**src/rtl/cc_screen_wipe_selector.sv**
```systemverilog
// ---------------------------------------------------------------------------
// cc_screen_wipe_selector
//
// Chooses one of NSRC row-major LED-matrix images and presents it, registered,
// to the matrix scan driver. A source change is either immediate or a timed
// top-down wipe that replaces one row every STEP_DIV cycles. Sources whose
// BORDER_MASK bit is set have columns 0 and COLS-1 forced on in every row.
//
// Ports
//   SCREEN_WIPE_CLOCK_50      in   1               single clock
//   SCREEN_WIPE_RESET_InHigh  in   1               synchronous active-high reset
//   sel_in                    in   SEL_W           requested source index
//   wipe_en_in                in   1               1 = wipe, 0 = immediate switch
//   src_bus_in                in   NSRC*ROWS*COLS  source s = [s*ROWS*COLS +: ROWS*COLS]
//   img_bus_out               out  ROWS*COLS       registered displayed image
//   cur_sel_out               out  SEL_W           committed source index
//   busy_out                  out  1               high while a wipe runs
//
// Image layout: row r occupies bits [r*COLS +: COLS]; row ROWS-1 is the top.
// ---------------------------------------------------------------------------
module cc_screen_wipe_selector #(
  parameter int ROWS     = 8,
  parameter int COLS     = 8,
  parameter int NSRC     = 2,
  parameter int SEL_W    = 1,
  parameter int STEP_DIV = 4,
  parameter logic [NSRC-1:0] BORDER_MASK = 2'b01
) (
  input  logic                      SCREEN_WIPE_CLOCK_50,
  input  logic                      SCREEN_WIPE_RESET_InHigh,
  input  logic [SEL_W-1:0]          sel_in,
  input  logic                      wipe_en_in,
  input  logic [NSRC*ROWS*COLS-1:0] src_bus_in,
  output logic [ROWS*COLS-1:0]      img_bus_out,
  output logic [SEL_W-1:0]          cur_sel_out,
  output logic                      busy_out
);

  localparam int IMG_W = ROWS * COLS;
  localparam int DIV_W = (STEP_DIV > 1) ? $clog2(STEP_DIV) : 1;
  localparam int RD_W  = $clog2(ROWS + 1);

  localparam logic [DIV_W-1:0] DIV_LAST  = DIV_W'(STEP_DIV - 1);
  localparam logic [RD_W-1:0]  RD_LAST   = RD_W'(ROWS - 1);
  localparam logic [RD_W-1:0]  RD_FULL   = RD_W'(ROWS);
  localparam logic [SEL_W:0]   NSRC_EXT  = (SEL_W + 1)'(NSRC);
  // Bit 0 and bit COLS-1 of a row; collapses to a single bit when COLS == 1.
  localparam logic [COLS-1:0]  BORDER_BITS = COLS'(1) | (COLS'(1) << (COLS - 1));

  typedef enum logic [0:0] {
    ST_IDLE = 1'b0,
    ST_WIPE = 1'b1
  } state_t;

  // -------------------------------------------------------------------------
  // Registered state
  // -------------------------------------------------------------------------
  state_t             state_q,     state_d;
  logic [SEL_W-1:0]   cur_sel_q,   cur_sel_d;
  logic [SEL_W-1:0]   next_sel_q,  next_sel_d;
  logic [RD_W-1:0]    rows_done_q, rows_done_d;
  logic [DIV_W-1:0]   div_cnt_q,   div_cnt_d;
  logic               busy_q,      busy_d;
  logic [IMG_W-1:0]   img_q,       img_d;

  // -------------------------------------------------------------------------
  // Per-source rendering (border forcing)
  // -------------------------------------------------------------------------
  logic [NSRC-1:0][IMG_W-1:0] render_img;

  genvar gi, gr;
  generate
    for (gi = 0; gi < NSRC; gi++) begin : g_src
      for (gr = 0; gr < ROWS; gr++) begin : g_row
        logic [COLS-1:0] raw_row;
        assign raw_row = src_bus_in[gi*IMG_W + gr*COLS +: COLS];
        if (BORDER_MASK[gi]) begin : g_border
          assign render_img[gi][gr*COLS +: COLS] = raw_row | BORDER_BITS;
        end else begin : g_plain
          assign render_img[gi][gr*COLS +: COLS] = raw_row;
        end
      end
    end
  endgenerate

  // -------------------------------------------------------------------------
  // Source lookup for the committed and the pending selection. A loop is used
  // instead of direct indexing because SEL_W may exceed clog2(NSRC).
  // -------------------------------------------------------------------------
  logic [IMG_W-1:0] cur_img;
  logic [IMG_W-1:0] next_img;

  always_comb begin
    cur_img  = '0;
    next_img = '0;
    for (int s = 0; s < NSRC; s++) begin
      if (cur_sel_q == SEL_W'(s)) begin
        cur_img = render_img[s];
      end
      if (next_sel_q == SEL_W'(s)) begin
        next_img = render_img[s];
      end
    end
  end

  // -------------------------------------------------------------------------
  // Wipe composite: row r takes the new source once rows_done >= ROWS-r,
  // so the new image grows downward from the top row.
  // -------------------------------------------------------------------------
  logic [IMG_W-1:0] wipe_img;

  generate
    for (gr = 0; gr < ROWS; gr++) begin : g_wipe_row
      localparam logic [RD_W-1:0] ROW_THR = RD_W'(ROWS - gr);
      assign wipe_img[gr*COLS +: COLS] = (rows_done_q >= ROW_THR)
                                         ? next_img[gr*COLS +: COLS]
                                         : cur_img[gr*COLS +: COLS];
    end
  endgenerate

  // -------------------------------------------------------------------------
  // Request detection: out-of-range selections are dropped silently.
  // -------------------------------------------------------------------------
  logic sel_valid;
  logic sel_req;

  assign sel_valid = ({1'b0, sel_in} < NSRC_EXT);
  assign sel_req   = sel_valid && (sel_in != cur_sel_q);

  // -------------------------------------------------------------------------
  // Next-state logic
  // -------------------------------------------------------------------------
  always_comb begin
    state_d     = state_q;
    cur_sel_d   = cur_sel_q;
    next_sel_d  = next_sel_q;
    rows_done_d = rows_done_q;
    div_cnt_d   = div_cnt_q;
    busy_d      = busy_q;
    img_d       = cur_img;

    case (state_q)
      ST_IDLE: begin
        img_d = cur_img;
        if (sel_req) begin
          if (wipe_en_in) begin
            next_sel_d  = sel_in;
            rows_done_d = '0;
            div_cnt_d   = '0;
            busy_d      = 1'b1;
            state_d     = ST_WIPE;
          end else begin
            cur_sel_d = sel_in;
          end
        end
      end

      ST_WIPE: begin
        // Inputs are deliberately not looked at here; a pending request is
        // picked up only once IDLE is re-entered.
        img_d = wipe_img;
        if (div_cnt_q == DIV_LAST) begin
          div_cnt_d = '0;
          if (rows_done_q == RD_LAST) begin
            // Last row step: commit the new source and hold rows_done at its
            // terminal value rather than wrapping.
            rows_done_d = RD_FULL;
            cur_sel_d   = next_sel_q;
            busy_d      = 1'b0;
            state_d     = ST_IDLE;
          end else begin
            rows_done_d = rows_done_q + RD_W'(1);
          end
        end else begin
          div_cnt_d = div_cnt_q + DIV_W'(1);
        end
      end

      default: begin
        state_d = ST_IDLE;
        busy_d  = 1'b0;
      end
    endcase
  end

  // -------------------------------------------------------------------------
  // State register
  // -------------------------------------------------------------------------
  always_ff @(posedge SCREEN_WIPE_CLOCK_50) begin
    if (SCREEN_WIPE_RESET_InHigh) begin
      state_q     <= ST_IDLE;
      cur_sel_q   <= '0;
      next_sel_q  <= '0;
      rows_done_q <= '0;
      div_cnt_q   <= '0;
      busy_q      <= 1'b0;
      img_q       <= '0;
    end else begin
      state_q     <= state_d;
      cur_sel_q   <= cur_sel_d;
      next_sel_q  <= next_sel_d;
      rows_done_q <= rows_done_d;
      div_cnt_q   <= div_cnt_d;
      busy_q      <= busy_d;
      img_q       <= img_d;
    end
  end

  assign img_bus_out = img_q;
  assign cur_sel_out = cur_sel_q;
  assign busy_out    = busy_q;

endmodule

```
**config.mk**
```make
export PLATFORM = sky130hd
export DESIGN_NAME = cc_screen_wipe_selector
export DESIGN_NICKNAME = d
export VERILOG_FILES = /design/src/rtl/cc_screen_wipe_selector.sv
export SDC_FILE = /design/constraint.sdc
export NUM_CORES = 1
export LEC_CHECK = 0
export CORE_MARGIN = 2
export CORE_UTILIZATION = 39
export DETAILED_ROUTE_END_ITERATION = 8
export PLACE_DENSITY = 0.95
export REMOVE_ABC_BUFFERS = 1
export SLEW_MARGIN = 15
export SYNTH_ARGS = -nofsm -noshare
export SYNTH_HDL_FRONTEND = slang
export SYNTH_SLANG_ARGS = --single-unit
```
**constraint.sdc**
```tcl
create_clock -name SCREEN_WIPE_CLOCK_50 -period 5.2 [get_ports SCREEN_WIPE_CLOCK_50]
set_input_delay 0.78 -clock SCREEN_WIPE_CLOCK_50 [delete_from_list [all_inputs] [get_ports SCREEN_WIPE_CLOCK_50]]
set_output_delay 0.78 -clock SCREEN_WIPE_CLOCK_50 [all_outputs]
set_load 0.01 [all_outputs]
```
---- Word level (Yosys, flattened, before mapping) ----
Index checks and enable logic that the tools add are counted.
storage, ports and cells
  flip-flop bits (word level) ............. 74
  bits of input ports ..................... 132
  output and inout port bits .............. 66
  word-level logic and storage cells ...... 66
cells by class
  add/subtract/negate cells ............... 2
  magnitude comparators ................... 8
  eq/ne operators ......................... 8
  muxes and demuxes ....................... 35
  bitwise logic cells ..................... 1
  reduce and logical (&&, ||, !) cells .... 5
operator list
  kind                                                                                 count
  64-bit 2-to-1 mux                                                                    2
  64-bit case mux with 2 select lines                                                  1
  8-bit 2-to-1 mux                                                                     8
  4-bit by 3-bit greater-or-equal comparator with 1-bit output, second input constant  4
  4-bit 2-to-1 mux                                                                     4
  1-bit 2-to-1 mux                                                                     12
  4-bit by 2-bit greater-or-equal comparator with 1-bit output, second input constant  2
  4-bit case mux with 2 select lines                                                   1
  4-bit AND reduction                                                                  2
  2-bit 2-to-1 mux                                                                     3
  2-bit inequality test, second input constant                                         3
  1-bit case mux with 2 select lines                                                   3
  3-bit AND reduction                                                                  2
  4-bit by 1-bit adder with 4-bit output, second input constant                        1
  4-bit by 3-bit equality test with 1-bit output, second input constant                1
  4-bit by 1-bit greater-or-equal comparator with 1-bit output, second input constant  1
  4-bit greater-or-equal comparator, second input constant                             1
  2-bit by 1-bit inequality test with 1-bit output, second input constant              2
  2-bit case mux with 2 select lines                                                   1
  2-bit by 1-bit adder with 2-bit output, second input constant                        1
  2-bit equality test, second input constant                                           1
  2-bit AND reduction                                                                  1
  1-bit inequality test                                                                1
  1-bit inverter                                                                       1

---- Logic depth before layout (Yosys ltp) ----
Gate-level depths: netlist (run 1).
  word-level depth ........................ 4
  mapped depth ............................ 7
  gate-level depth less buffers ........... 6

---- Least setup slack after synthesis (run 1) ----
No wires, ideal clock.
  kind .................................... reg2reg
  from .................................... register rows_done_q[1]
  to ...................................... register img_q[63], in the netlist img_bus_out[63]
  setup time .............................. 0.128 ns
  arrival time ............................ 1.702 ns
  required time ........................... 5.072 ns
  setup slack ............................. 3.371 ns
  cell stages (with the launch flop) ...... 8
  buffers on the path ..................... 1
  period minus slack after synthesis ...... 1.829 ns
  path through ............................ dfxtp_1 -> inv_1 -> ha_1 -> or4b_4 -> a21bo_2 -> buf_2 -> a21oi_1 -> nor2_1
between the ends
  longest elaborated chain between the ends .. 3
ends and longest elaborated chain
  item                                                          line  source
  start: declaration                                            61    logic [RD_W-1:0] rows_done_q, rows_done_d;
  start signal: assignment                                      202   rows_done_q <= rows_done_d;
  4-bit by 1-bit greater-or-equal comparator with 1-bit output  115   assign wipe_img[gr*COLS +: COLS] = (rows_done_q >= ROW_THR)
  8-bit 2-to-1 mux                                              116   ? next_img[gr*COLS +: COLS]
  64-bit case mux with 2 select lines                           142   case (state_q)
  end signal: assignment                                        205   img_q <= img_d;
  end: declaration                                              64    logic [IMG_W-1:0] img_q, img_d;
No other way between the ends.
A chain may end at the register's enable or synchronous reset.

---- Worst setup path after layout (run 1) ----
  from .................................... register cur_sel_q, in the netlist cur_sel_out
  to ...................................... output port cur_sel_out
RTL lines
  item                      line  source
  start: declaration        59    logic [SEL_W-1:0] cur_sel_q, cur_sel_d;
  start signal: assignment  200   cur_sel_q <= cur_sel_d;
  end: declaration          35    output logic [SEL_W-1:0] cur_sel_out,
No word-level cell between the ends.

==> results of run 1 <==
stage by stage:
| stage | total power, µW | cells | setup slack, ns |
|---|---|---|---|
| 4_1_cts | 1360 | 614 | 2.50 |
| 6_report | 1350 | 614 | 2.51 |
| 5_1_grt | 1410 | 614 | 2.38 |
| 2_1_floorplan | 735 | 314 | 3.41 |
| 3_5_place_dp | 926 | 598 | 2.88 |
| 3_3_place_gp | 915 | 598 | 2.92 |
kinds of logic (layout without fill, tap and decap cells):
kind of cell | Yosys count | after routing
AOI/OAI and AO/OA | 59 | 59
xor gates and xnor gates | 1 | 1
adders and majority gates | 4 | 4
buffers and inverters | 27 | 206
DFF | 74 | 74
muxes | 41 | 41
and+or+nand+nor | 127 | 127
routing by layer:
metal  vias up  part of all wire (%)  wire length, µm  track usage, %
li1       1481                     -                -               -
met5         -                     0                0               0
met3        14                   6.6              581            4.48
met2       115                    54             4730            38.3
met1      1385                    38             3360            21.7
met4         0                   1.7              149            6.72
worst paths after layout:
| path | start | endpoint | slack [ns] | cells after the start |
|---|---|---|---|---|
| max | cur_sel_out | cur_sel_out | 2.51 | 1 |
| max reg2reg | state_q | img_bus_out[38] | 3.02 | 4 |
| min reg2reg | busy_out | busy_out | 0.48 | 2 |
| min | busy_out | busy_out | 0.48 | 2 |
power breakdown:
part           leakage [µW]  internal, µW  total, µW  switching (µW)
clock network     0.0000990           221        438             217
registers          0.000616           606        629            22.7
logic               0.00144           180        282             102
total               0.00215          1010       1350             342
state kept, by name (all words and copies together) (netlist names):
| name | flops |
|---|---|
| next_sel_q | 1 |
| div_cnt_q | 2 |
| cur_sel_out | 1 |
| img_bus_out | 64 |
| state_q | 1 |
| busy_out | 1 |
| rows_done_q | 4 |
final cells by class:
cell class | count | area (µm²) | share of cell area [%]
clock buffer | 9 | 124 | 2.42
clock inverter | 7 | 70.1 | 1.37
inverter | 8 | 30.0 | 0.587
multi-input combinational | 232 | 1470 | 28.7
sequential | 74 | 1480 | 29.0
tap | 102 | 128 | 2.50
timing repair buffer | 182 | 1810 | 35.5
cell usage after synthesis (3+ instances only):
master / instances / area [µm²]
mux2i_1: 36 / 360
a31oi_1: 3 / 18.8
o21ai_0: 8 / 40.0
nand3_1: 11 / 55.1
inv_1: 8 / 30.0
a211o_1: 12 / 105
a21oi_1: 23 / 115
nor2_1: 60 / 225
clkbuf_1: 13 / 48.8
and2_1: 3 / 18.8
nand2_1: 29 / 109
ha_1: 4 / 50.1
dfxtp_1: 74 / 1480
mux2i_2: 3 / 41.3
nand2b_1: 15 / 93.8
==> flow_metrics.tcl, run 1 <==
set metrics [dict create \
    hold_buffers 0 \
    grt_max_degree 81 \
    synth_top_family_by_area "simple AND/OR/NAND/NOR gates" \
    synthMuxAreaShare_pct 13.9 \
    drive_above_1_share_pct 6.05 \
    cp_max_fo 26 \
    cts_setup_buffers 0 \
    setup-violations-final 0 \
    ant_nets 0 \
    track_usage_pct 20.1 \
    synth-simple-area-share_pct 18.6 \
    numCtsBuffers 9 \
    clockBufferDepth 2 \
    synth_area_mm2 0.00306 \
    drc 0 \
    cts_root_buffer "clkbuf_8" \
    path_class "register to primary output" \
    final_common_cell "clkdlybuf4s50_1" \
    cp_top_family "flip-flops" \
    p_leak_uw 0.00215 \
    place_area_mm2 0.00492 \
    final_util_pct 66.9 \
    pin_count 198 \
    rows 32 \
    synth_compound_area_share_pct 13.5 \
    status "complete, no violations" \
    grt_pass1_wl_um 13700 \
    cp_data_arrival_time_ns 1.91 \
    tightestPinTransition_ns 0.868 \
    ys.flop_type "dfxtp_1" \
    worst_path_max_delay_cell "dfxtp_1" \
    area_growth_pct 67.1 \
    ys_ff_latch 74 \
    vias_per_cell 4.88 \
    worst_clock_skew_ns 0.0137 \
    clock_latency_ns 0.34 \
    n_antenna_cell 0 \
    netlist_instances 333 \
    cp_slowest_stage_delay_ns 0.89 \
    cp_cell_sequence "clkdlybuf4s50_1" \
    yosys.area_share.xor_xnor_pct 0.286 \
    die_x_um 92.6 \
    start_util_pct 40.0 \
    cts-resized-gates 0 \
    synth_warnings 0 \
    dr.pass1.iters 4 \
    rsz0062_at_grt "false" \
    fin_hold_ws_ns 0.475 \
    crit_buf_inv 1 \
    powerDensity_mw_per_mm2 264 \
    cts.htree.levels 3 \
    synth_edf_count 0 \
    first_global_vias 2906 \
    totalWireLength_um 8820 \
    antenna_found_initial 0 \
    fin_crit_sh_pct 51.8 \
    cts.sinks 74 \
    slew_violations 0 \
    fp.coreArea_mm2 0.00765 \
    post-route-min-period_ns 2.69 \
    die-area_mm2 0.00857 \
    critPathLaunchType "register" \
    critPathCaptureType "primary output" \
    die_h_um 92.6 \
    cts_tree "yes" \
    portBuffers 181 \
    hold_class "register to register" \
    synth_cell_type_count 40 \
    nNetsFinal 643 \
    finalHoldViolations 0 \
    slew_headroom_pct 42.0 \
    overflow 0 \
    peakVddDrop_v 0.000171 \
    syn_area_per_cell_um2 9.19 \
    drt_first_iter_violations 43 \
    dp.final_hpwl_um 6710 \
    setup_tns_ns 0 \
    max_freq_mhz 371 \
    wire_per_inst_um 14.4 \
    fillers 593 \
    gp_congestion 0.790 \
    design_area_mm2 0.00511 \
    num_vias 2995 \
    crit_required_ns 4.42 \
    layout_common_cells "clkdlybuf4s50_1, dfxtp_1, nor2_1, mux2i_1, nand2_1" \
    max_cap_viol_count 0 \
    async_reset_ff_share_pct 0 \
    clkTransAtPathRegs_ns 0.08 \
    synth_fa_ha_area_share_pct 1.64 \
    ys_seq_area_share_pct 48.4 \
]
Power figures use the tool's default switching activity.
==> run 2: changes to the inputs <==
--- a/config.mk
+++ b/config.mk
@@ -6,9 +6,9 @@
 export NUM_CORES = 1
 export LEC_CHECK = 0
 export CORE_MARGIN = 2
-export CORE_UTILIZATION = 39
+export CORE_UTILIZATION = 33
 export DETAILED_ROUTE_END_ITERATION = 8
-export PLACE_DENSITY = 0.95
+export PLACE_DENSITY = 0.86
 export REMOVE_ABC_BUFFERS = 1
 export SLEW_MARGIN = 15
 export SYNTH_ARGS = -nofsm -noshare
==> constraint.sdc (replaced) <==
create_clock -name SCREEN_WIPE_CLOCK_50 -period 2.2 [get_ports SCREEN_WIPE_CLOCK_50]
set_input_delay 0.33 -clock SCREEN_WIPE_CLOCK_50 [delete_from_list [all_inputs] [get_ports SCREEN_WIPE_CLOCK_50]]
set_output_delay 0.33 -clock SCREEN_WIPE_CLOCK_50 [all_outputs]
set_load 0.01 [all_outputs]
==> run 2 against run 1 <==
  * Die area grew 17%
  * Highest routed layer unchanged
  * Largest cell class unchanged
  * Wire length up 2.8%
  * Flip-flop and latch count stayed put
  * Final cell count grew 2.6%
  * Critical path type unchanged
  * Power rose by 130%
  * First-iteration DRC count grew to 3.1 times the previous value
  * Core utilization decreased by 10 points
  * Sequential power up 130%
  * Worst setup slack worse by 2.3 ns
  * Final area increased by 1.1%
  * Combinational power grew 150%
==> flow_metrics.tcl, run 2 (same netlist as run 1, synthesis figures left out) <==
set metrics [dict create \
    status "complete, no violations" \
    antenna_found_initial 0 \
    wire_per_inst_um 14.4 \
    path_class "register to primary output" \
    slew_violations 0 \
    worst_clock_skew_ns 0.00998 \
    track_usage_pct 17.5 \
    vias_per_cell 4.78 \
    r2r_start "rows_done_q[1]" \
    finalWorstSetupSlack_ns 0.204 \
    cts_tree "yes" \
    drive_above_1_share_pct 7.13 \
    clock_latency_ns 0.34 \
    pin_count 198 \
    ant_nets 0 \
    totalWireLength_um 9060 \
    overflow 0 \
    die_x_um 100 \
    rows 35 \
    hp-start "busy_out" \
    crit_required_ns 1.87 \
    dr.pass1.iters 4 \
    nNetsFinal 650 \
    post-place-ws_ns 0.248 \
    peakVddDrop_v 0.000246 \
    critPathLaunchType "register" \
    fp.coreArea_mm2 0.00911 \
    setup_tns_ns 0 \
    dp.final_hpwl_um 6860 \
    hold_buffers 0 \
    holdPathEnd "busy_out" \
    cts_setup_buffers 0 \
    first_global_vias 3003 \
    post-route-min-period_ns 2.00 \
    cts_root_buffer "clkbuf_8" \
    cts-resized-gates 0 \
    hold_depth 2 \
    n_antenna_cell 0 \
    tightestPinTransition_ns 0.700 \
    cts.sinks 74 \
    rsz0062_at_grt "false" \
    critPathCaptureType "primary output" \
    powerDensity_mw_per_mm2 599 \
    drc 0 \
    slew_headroom_pct 53.3 \
    num_vias 3011 \
    cp_max_fo 21 \
    die-area_mm2 0.0101 \
    finalHoldViolations 0 \
    clockBufferDepth 2 \
    hold_class "register to register" \
    worst_r2r_path_depth 6 \
    fin_crit_sh_pct 90.7 \
    p_leak_uw 0.00218 \
    die_h_um 100 \
    final_common_cell "clkdlybuf4s50_1" \
    area_growth_pct 68.9 \
    numCtsBuffers 9 \
    fillers 813 \
    reg2reg_to "img_bus_out[62]" \
    grt_max_degree 45 \
    cts.htree.levels 3 \
    grt_pass1_wl_um 14100 \
    drt_first_iter_violations 133 \
    largest_reg_flops 64 \
    setup-violations-final 0 \
    portBuffers 181 \
    start_util_pct 33.6 \
    max_freq_mhz 501 \
    fin_hold_ws_ns 0.477 \
    clkTransAtPathRegs_ns 0.07 \
    cp_data_arrival_time_ns 1.67 \
    layout_common_cells "clkdlybuf4s50_1, dfxtp_1, nor2_1, mux2i_1, nand2_1" \
    max_cap_viol_count 0 \
    reg2reg_slack_ns 0.26 \
    gp_congestion 0.822 \
]
run 2: power by group:
part / leakage, µW / switching (µW) / internal, µW
Sequential: 0.000616 / 37.2 / 1430
Combinational: 0.00148 / 261 / 436
Clock: 0.0000862 / 518 / 411
Total: 0.00218 / 817 / 2280
run 2: worst max-delay path by stage:
stage,start,end,slack [ns]
2_1_floorplan,rows_done_q[0],img_bus_out[41],0.41
4_1_cts,cur_sel_out,cur_sel_out,0.17
3_3_place_gp,rows_done_q[1],img_bus_out[62],0.30
3_5_place_dp,rows_done_q[1],img_bus_out[62],0.25
6_report,cur_sel_out,cur_sel_out,0.20
5_1_grt,rows_done_q[1],img_bus_out[62],0.04
run 2: final cells by class:
cell class                 instances  area, µm²  area share [%]
clock inverter                     6       43.8           0.847
inverter                           8       30.0           0.581
sequential                        74       1480            28.7
multi-input combinational        232       1470            28.4
clock buffer                      10        128            2.47
timing repair buffer             189       1880            36.4
tap                              111        139            2.69
run 2: worst max-delay path, cell delays in order, from the launching register on:
cell and delay, ns:
dfxtp_1 0.47, buf_4 0.28, clkdlybuf4s50_1 0.57
run 2: layer usage:
metal	part of all wire, %	wire length, µm	global-route usage (%)
met5	0	0	0
met4	1.3	118	5.48
met3	5.8	528	4.18
met2	55	4970	33.0
met1	38	3440	19.2
run 2: through the flow:
step	instance area [µm²]	utilization (%)	std cells	total power [µW]
floorplan	2980	-	314	1740
CTS	5170	56.7	630	3150
global placement	5000	54.9	614	2180
finish	5170	56.7	630	3100
global route	5170	56.7	630	3270
detailed placement	5000	54.9	614	2210
